==> src/rtl/cache_param.sv <==
// Parameterised write-back cache (1- or 2-way, 4-word lines) with a
// three-state miss handler. Hits resolve combinationally; misses stall,
// optionally write back a dirty victim, then refill from memory.
//
// state | meaning
// IDLE  | lookup; hits complete this cycle, a miss latches its victim
// WBACK | dirty victim line being written to memory, waiting mem_ready
// ALLOC | requested block being read from memory, waiting mem_ready
`timescale 1ns/1ps
module cache_param #(
  parameter int SETS      = 4,
  parameter int WAYS      = 2,
  parameter int READ_ONLY = 0
) (
  input  logic         clk,
  input  logic         proc_reset,
  input  logic         proc_read,
  input  logic         proc_write,
  input  logic [29:0]  proc_addr,
  input  logic [31:0]  proc_wdata,
  output logic [31:0]  proc_rdata,
  output logic         proc_stall,
  output logic         mem_read,
  output logic         mem_write,
  output logic [27:0]  mem_addr,
  output logic [127:0] mem_wdata,
  input  logic [127:0] mem_rdata,
  input  logic         mem_ready
);

  localparam int IDX_W = $clog2(SETS);
  localparam int TAG_W = 28 - IDX_W;
  localparam int WAY_W = (WAYS > 1) ? $clog2(WAYS) : 1;

  typedef enum logic [1:0] {IDLE, WBACK, ALLOC} state_t;

  state_t state_q, state_d;

  logic [SETS-1:0]  valid_q [WAYS];
  logic [SETS-1:0]  dirty_q [WAYS];
  logic [TAG_W-1:0] tag_q   [WAYS][SETS];
  logic [127:0]     data_q  [WAYS][SETS];
  logic [SETS-1:0]  lru_q;

  logic [WAY_W-1:0] v_way_q;
  logic [IDX_W-1:0] v_idx_q;
  logic [TAG_W-1:0] v_tag_q;

  logic [1:0]       req_word;
  logic [IDX_W-1:0] req_idx;
  logic [TAG_W-1:0] req_tag;
  logic             eff_write;
  logic             eff_read;
  logic             req_active;

  logic             hit;
  logic [WAY_W-1:0] hit_way;
  logic [127:0]     hit_line;
  logic [WAY_W-1:0] victim_way;
  logic             victim_dirty;
  logic             idle_hit;
  logic             miss_start;
  logic             fill;

  assign req_word = proc_addr[1:0];
  assign req_idx  = proc_addr[IDX_W+1:2];
  assign req_tag  = proc_addr[29:IDX_W+2];

  // A read-only cache treats writes as idle; read+write together is a write.
  assign eff_write  = proc_write && (READ_ONLY == 0);
  assign eff_read   = proc_read && !eff_write;
  assign req_active = eff_read || eff_write;

  // Tag compare across all ways of the indexed set.
  always_comb begin
    hit     = 1'b0;
    hit_way = '0;
    for (int w = 0; w < WAYS; w++) begin
      if (valid_q[w][req_idx] && (tag_q[w][req_idx] == req_tag)) begin
        hit     = 1'b1;
        hit_way = WAY_W'(w);
      end
    end
  end

  assign hit_line   = data_q[hit_way][req_idx];
  assign proc_rdata = hit_line[{req_word, 5'b0} +: 32];

  // Victim: first invalid way, else the way the LRU bit points at.
  always_comb begin
    victim_way = '0;
    if (WAYS == 2) begin
      if (!valid_q[0][req_idx])
        victim_way = '0;
      else if (!valid_q[WAYS-1][req_idx])
        victim_way = WAY_W'(1);
      else
        victim_way = lru_q[req_idx];
    end
  end

  assign victim_dirty = valid_q[victim_way][req_idx] && dirty_q[victim_way][req_idx];

  assign idle_hit   = (state_q == IDLE) && req_active && hit;
  assign miss_start = (state_q == IDLE) && req_active && !hit;
  assign fill       = (state_q == ALLOC) && mem_ready;

  // Next-state and output decode; everything is forced quiet while in reset.
  always_comb begin
    state_d    = state_q;
    proc_stall = 1'b0;
    mem_read   = 1'b0;
    mem_write  = 1'b0;
    mem_addr   = '0;
    mem_wdata  = '0;
    unique case (state_q)
      IDLE: begin
        if (miss_start) begin
          proc_stall = 1'b1;
          state_d    = victim_dirty ? WBACK : ALLOC;
        end
      end
      WBACK: begin
        proc_stall = 1'b1;
        if (READ_ONLY == 0) begin
          mem_write = 1'b1;
          mem_addr  = {tag_q[v_way_q][v_idx_q], v_idx_q};
          mem_wdata = data_q[v_way_q][v_idx_q];
        end
        if (mem_ready)
          state_d = ALLOC;
      end
      ALLOC: begin
        proc_stall = 1'b1;
        mem_read   = 1'b1;
        mem_addr   = {v_tag_q, v_idx_q};
        if (mem_ready)
          state_d = IDLE;
      end
      default: state_d = IDLE;
    endcase
    if (proc_reset) begin
      proc_stall = 1'b0;
      mem_read   = 1'b0;
      mem_write  = 1'b0;
      mem_addr   = '0;
      mem_wdata  = '0;
    end
  end

  // State register plus victim/request capture on miss entry.
  always_ff @(posedge clk or posedge proc_reset) begin
    if (proc_reset) begin
      state_q <= IDLE;
      v_way_q <= '0;
      v_idx_q <= '0;
      v_tag_q <= '0;
    end else begin
      state_q <= state_d;
      if (miss_start) begin
        v_way_q <= victim_way;
        v_idx_q <= req_idx;
        v_tag_q <= req_tag;
      end
    end
  end

  // Line status bits: refill validates and cleans, write hit dirties.
  always_ff @(posedge clk or posedge proc_reset) begin
    if (proc_reset) begin
      for (int w = 0; w < WAYS; w++) begin
        valid_q[w] <= '0;
        dirty_q[w] <= '0;
      end
    end else begin
      if (fill) begin
        valid_q[v_way_q][v_idx_q] <= 1'b1;
        dirty_q[v_way_q][v_idx_q] <= 1'b0;
      end
      if (idle_hit && eff_write)
        dirty_q[hit_way][req_idx] <= 1'b1;
    end
  end

  // Tag and data arrays; contents are meaningless until valid, so no reset.
  always_ff @(posedge clk) begin
    if (fill) begin
      tag_q[v_way_q][v_idx_q]  <= v_tag_q;
      data_q[v_way_q][v_idx_q] <= mem_rdata;
    end
    if (idle_hit && eff_write)
      data_q[hit_way][req_idx][{req_word, 5'b0} +: 32] <= proc_wdata;
  end

  generate
    if (WAYS == 2) begin : g_lru
      // On any hit, point the set's LRU bit at the way that was not used.
      always_ff @(posedge clk or posedge proc_reset) begin
        if (proc_reset)
          lru_q <= '0;
        else if (idle_hit)
          lru_q[req_idx] <= ~hit_way;
      end
    end else begin : g_no_lru
      assign lru_q = '0;
    end
  endgenerate

endmodule
==> config.mk <==
export PLATFORM = sky130hd
export DESIGN_NAME = cache_param
export DESIGN_NICKNAME = d
export VERILOG_FILES = /design/src/rtl/cache_param.sv
export SDC_FILE = /design/constraint.sdc
export NUM_CORES = 2
export LEC_CHECK = 0
export ABC_CLOCK_PERIOD_IN_PS = 4500
export BUFFER_PORTS_ARGS = -buffer_cell sky130_fd_sc_hd__buf_2
export CAP_MARGIN = 30
export CORE_ASPECT_RATIO = 0.8
export CORE_UTILIZATION = 25
export DETAILED_ROUTE_END_ITERATION = 6
export SLEW_MARGIN = 20
export SYNTH_ARGS = -nofsm -noshare
export SYNTH_HDL_FRONTEND = slang
export SYNTH_SLANG_ARGS = --single-unit
==> constraint.sdc <==
create_clock -name clk -period 4.5 [get_ports clk]
set_input_delay 0.225 -clock clk [delete_from_list [all_inputs] [get_ports clk]]
set_output_delay 0.225 -clock clk [all_outputs]
set_load 0.02 [all_outputs]
======== After elaboration in Yosys (flattened, before gate mapping) ========
Memories as Yosys holds them, arrays and structs flattened.
Cells that the tools add are included.
operators by class
  add/subtract/negate cells ............... 1
  magnitude comparators ................... 13
  bitwise gates (word level) .............. 10
  eq/ne operators ......................... 7
  muxes and demuxes ....................... 77
  shifts and indexed selects .............. 3
  reduce and logical (&&, ||, !) cells .... 22
operators by type and width
  kind                                                     count
  2-to-1 mux 512 bit                                       4
  2-to-1 mux 128 bit                                       8
  binary-select mux 128 bit (select 2 bit)                 2
  demux 128 bit (select 2 bit)                             2
  OR reduction 512 bit                                     1
  2-to-1 mux 26 bit                                        7
  binary-select mux 26 bit (select 2 bit)                  3
  variable shift 32 x 9 -> 128 bit (first input constant)  1
  variable part select 128 x 8 -> 32 bit                   1
  variable part select 32 x 9 -> 128 bit                   1
  2-to-1 mux 104 bit                                       1
  one-hot mux 28 bit (2 select lines)                      1
  demux 26 bit (select 2 bit)                              1
  equality test 26 bit                                     2
  2-to-1 mux 4 bit                                         8
  2-to-1 mux 28 bit                                        1
  2-to-1 mux 1 bit                                         21
  2-to-1 mux 8 bit                                         2
  OR 8 bit                                                 2
  logical AND 1 bit                                        15
  binary-select mux 1 bit (select 2 bit)                   5
  negation 7 -> 9 bit                                      1
  AND 8 bit                                                1
  demux 4 bit (select 1 bit)                               2
  23 further kinds                                         40
storage, ports and cells
  output and inout port bits .............. 191
  word-level logic and storage cells ...... 144
  bits in registers ....................... 51
  RAM bits ................................ 1232
  input bits .............................. 195
  memories kept ........................... 2
memories
  memory  depth  width  read ports  clocked after memory_dff  write ports  line  RTL
  data_q  2      512    2           0                         1            42    logic [127:0] data_q [WAYS][SETS];
  tag_q   2      104    3           0                         1            41    logic [TAG_W-1:0] tag_q [WAYS][SETS];

======== Longest topological paths before layout ========
  depth in word-level cells ............... 14
  gate-level depth with buffers ........... 19
  mapped depth without buffers ............ 10

======== Worst setup path after synthesis ========
No wires, ideal clock.
  path type ............................... in2reg
  start ................................... in proc_addr[2]
  end ..................................... mem data_q[1][416] (netlist name), enable pin
  stages on the path ...................... 12
  setup time .............................. 0.425 ns
  path buffers ............................ 4
  data arrival time ....................... 4.348 ns
  setup slack ............................. -0.273 ns
  required time ........................... 4.075 ns
  cells stage by stage .................... buf_6 -> buf_6 -> buf_2 -> mux4_2 -> xor2_1 -> a2111oi_1 -> nand4_1 -> a21oi_2 -> nand3_4 -> buf_6 -> o31ai_1 -> nor2b_1
between the ends
  longest elaborated chain between the ends .. 14
  elaborated cells between the ends (all ways) .. 30
  classes of those cells .................. order compare: 2; eq/ne: 2; mux: 19; bitwise: 1; reduce/logical: 6
RTL lines
  what                                                                     line     RTL
  start, declared                                                          19       input logic [29:0] proc_addr,
  inverter 2 -> 3 bit (implied by the code)                                79, 192
  binary-select mux 26 bit (select 2 bit)                                  79       if (valid_q[w][req_idx] && (tag_q[w][req_idx] == req_tag)) begin
  2-to-1 mux 26 bit (implied by the code) (2 in a row)                     79
  equality test 26 bit                                                     79
  logical AND 1 bit                                                        79
  2-to-1 mux 1 bit (2 in a row)                                            79
  logical AND 1 bit                                                        104      assign idle_hit = (state_q == IDLE) && req_active && hit;
  logical AND 1 bit                                                        191      if (idle_hit && eff_write)
  2-to-1 mux 1 bit                                                         191
  2-to-1 mux 512 bit (implied by the code)                                 192      data_q[hit_way][req_idx][{req_word, 5'b0} +: 32] <= proc_wdata;
  OR reduction 512 bit (no line)                                           n/a
  2-to-1 mux 1 bit (no line) / 2-to-1 mux 512 bit (equally long branches)  n/a
  end, declared                                                            42
Parallel ways exist; a longest one is shown, timed or not. The select of a mux whose other input is x is not followed.

==> flow_summary_export.csv <==
group,metric,value,unit
timing,period_share,111.2,%
setup_path,cp-start-kind,"flop",
timing,relSlewSlack,33.49,%
clock_network,clk_latency,830,ps
floorplan,die_h,449.9,um
yosys,ys.flop_type,"edfxtp_1",
timing,setup_tns,-11020,ps
timing,rsz0062_at_grt,"yes",
route,wl,274500,um
clock_network,cts.clk_slew.worst_paths,60,ps
setup_path,r2r_start,"tag_q[1][1]",
clock_network,ctsLongestPathBuffers,3,
global_route,antenna_found_initial,49,
route,ant_nets,0,
yosys,synth_edf_count,1232,
yosys,ys_warn_count,0,
floorplan,die_x,561.9,um
yosys,yosys-top-cells-area,"edfxtp_1 59%, mux4_2 15%, nand2_1 4.2%",
timing,tightest_slew,997.7,ps
yosys,syn_nets,4454,
route,drc,0,
route,firstDrtPassIters,5,
clock_network,ctsHtreeMaxLevel,4,
global_route,use_met1,25.96,%
yosys,syn_avg_cell_area,14.75,um2
floorplan,ios,386,
route,drtIter0Drc,6793,
yosys,yosysTopAreaCellShare,59.01,%
yosys,synth-seq-cells,1283,
route,vias,46415,
setup_path,reg2reg_depth,15,
hold_path,holdCritStartpoint,"mem_rdata[21]",
cells_and_area,syn2layout_area_growth,27.99,%
outcome,violations,"setup timing",
yosys,postSynth.asyncResetShare,3.975,%
floorplan,core-area,249500,um2
clock_network,clock_sink_count,1283,
power_and_ir_drop,ir_drop,0.4425,mV
placement,portBuffers,385,
route,wl_per_cell,32.37,um
timing,period_needed,5002,ps
yosys,synth_cells,4250,
cells_and_area,nets,5237,
power_and_ir_drop,finalPower,38.54,mW
global_route,grtUsageTotal,20.89,%
timing,hold_violations,0,
timing,setup_ws,-502.3,ps
clock_network,cts_root_buf,"clkbuf_16",
placement,gp_congestion,0.9596,
yosys,netlist_area,62690,um2
timing,fin_skew,79.69,ps
cells_and_area,n_fill_cell,24414,
cells_and_area,final_cells,8479,
hold_path,min_path_type,"input pin to flop",
yosys,seq_area_frac_synth,61.05,%
power_and_ir_drop,leakagePower,27.66,nW
setup_path,critPathCaptureType,"primary output",
global_route,grt_pass1_vias,44791,
cells_and_area,drive_above_1_share,36.27,%
placement,hpwl,184200,um
placement,placed_cells,7985,
global_route,top_usage_layer,"met2",
route,viasPerCell,5.474,
setup_path,r2r_slack,90,ps
clock_network,numCtsBuffers,138,
global_route,grt_pass1_wl,369400,um
timing,setup_violations,32,
clock_network,cts_tree,"built",
global_route,grt_max_degree,108,
run,maxCapViolations,0,
global_route,grtUsageMet3,6.691,%
setup_path,arrival,4780,ps
floorplan,core.rowCount,164,
hold_path,worstHoldEndpoint,"data_q[1][405]",
global_route,grt.overflow.total,0,
yosys,yosysTopAreaCell,"edfxtp_1",
power_and_ir_drop,power_density,480.3,nW/um2
floorplan,die_area,252800,um2
yosys,ys_types,92,
setup_path,required,4280,ps
timing,fmax,199.9,MHz
floorplan,initial_core_util,25.13,%
timing,report.final.slew_viol_count,0,
setup_path,timing.rr.end,"data_q[0][53]",
setup_path,worstPathMaxFanout,8,
setup_path,worst-setup-path-type,"flop to primary output",
global_route,grt_use_met2,31.31,%
outcome,status,"complete, but fails checks",
hold_path,hold_depth,3,
-- cells in the mapped netlist, drive strengths merged (38+ instances only) --
library cell and number:
a21oi 234, a22oi 47, a31oi 38, buf 165
clkbuf 179, dfrtp 51, edfxtp 1232, mux2 100
mux2i 185, mux4 422, nand2 709, nand3 207
nor2 126, o21ai 109
-- flip-flops by register name (all words and copies together), names as in the netlist, 2 cells and up --
name     count
dirty_q      8
state_q      2
v_idx_q      2
tag_q      208
lru_q        4
data_q    1024
v_tag_q     26
valid_q      8
-- how the worst max path moves through the flow --
stage / startpoint / endpoint / cells after the start
after floorplan: proc_addr[2] / data_q[1][128] / 13
after global placement: proc_addr[2] / proc_rdata[10] / 13
after detailed placement: proc_addr[2] / proc_rdata[23] / 17
after CTS: tag_q[1][48] / proc_rdata[17] / 14
after global routing: tag_q[1][48] / proc_rdata[8] / 17
final: tag_q[1][98] / proc_rdata[29] / 14
-- power by group --
| part | internal, mW | total [mW] | switching (mW) | leakage (nW) |
|---|---|---|---|---|
| clock network | 6.58 | 11.7 | 5.11 | 2.22 |
| registers | 14.7 | 15.6 | 0.915 | 11.7 |
| logic | 4.87 | 11.3 | 6.39 | 13.7 |
-- repair_timing --
item | CTS | global route
hold buffers | 123 | 0
cloned | 11 | 4
setup buffers | 57 | 57
resized for setup | 296 | 173
hold endpoints to repair | 806 | 0
endpoints found under the setup margin | 33 | 32
pin swaps | 68 | 87
-- kinds of logic after synthesis --
kind of cell	after synthesis	synth area share, %
xor+xnor	49	0.6965
mux	707	20.01
fa+ha+maj	9	0.1796
simple gates	1179	8.117
compound gates	657	6.744
buf+inv	366	3.203
flops	1283	61.05
-- routing by layer --
layer	vias up	wire length [um]
li1	18415	-
met1	23839	97790
met2	3458	120500
met3	681	36070
met4	22	19850
met5	-	232
-- final cells by class --
| type | instances | area (um2) | share of cell area (%) |
|---|---|---|---|
| Antenna cell | 17 | 42.54 | 0.05302 |
| Clock buffer | 161 | 3570 | 4.449 |
| Clock inverter | 88 | 1037 | 1.293 |
| Inverter | 21 | 88.84 | 0.1107 |
| Multi-Input combinational cell | 2601 | 24060 | 29.98 |
| Sequential cell | 1283 | 38280 | 47.71 |
| Tap cell | 3320 | 4154 | 5.177 |
| Timing Repair Buffer | 988 | 9005 | 11.22 |
-- critical path: stages, from the launching register on --
cell	delay (ps)
edfxtp_1	400
mux4_2	510
xnor2_2	210
nand4_1	180
nor4b_2	340
and4_4	430
buf_12	180
buf_12	110
buf_6	100
buf_12	120
a31oi_1	80
o211ai_1	680
o21ai_1	200
a21oi_2	220
buf_4	170
-- stage by stage --
stage	instance area, um2	utilization [%]	hold slack, ps	worst slack (ps)
CTS	78950	31.64	0.6567	-493.4
finish	80240	32.16	0.4257	-502.3
detailed placement	71190	28.53	457.2	-410.9
global placement	71160	28.52	447.6	-729.8
global route	80210	32.15	44.10	-572.7
floorplan	62730	-	375.5	-264.5
-- placed cells by master (no fill, tap or decap), types with 48 or more instances in the layout --
cell type	instances
mux2_2	97
mux2i_1	178
a21oi_1	202
nand3_1	201
buf_6	75
nor2_1	112
o21ai_0	80
dfrtp_1	48
buf_12	107
buf_4	292
clkbuf_16	142
dlygate4sd3_1	123
buf_2	351
nand2_1	679
mux4_2	416
edfxtp_1	1232
Note: power is estimated with default switching activity, not from simulation.
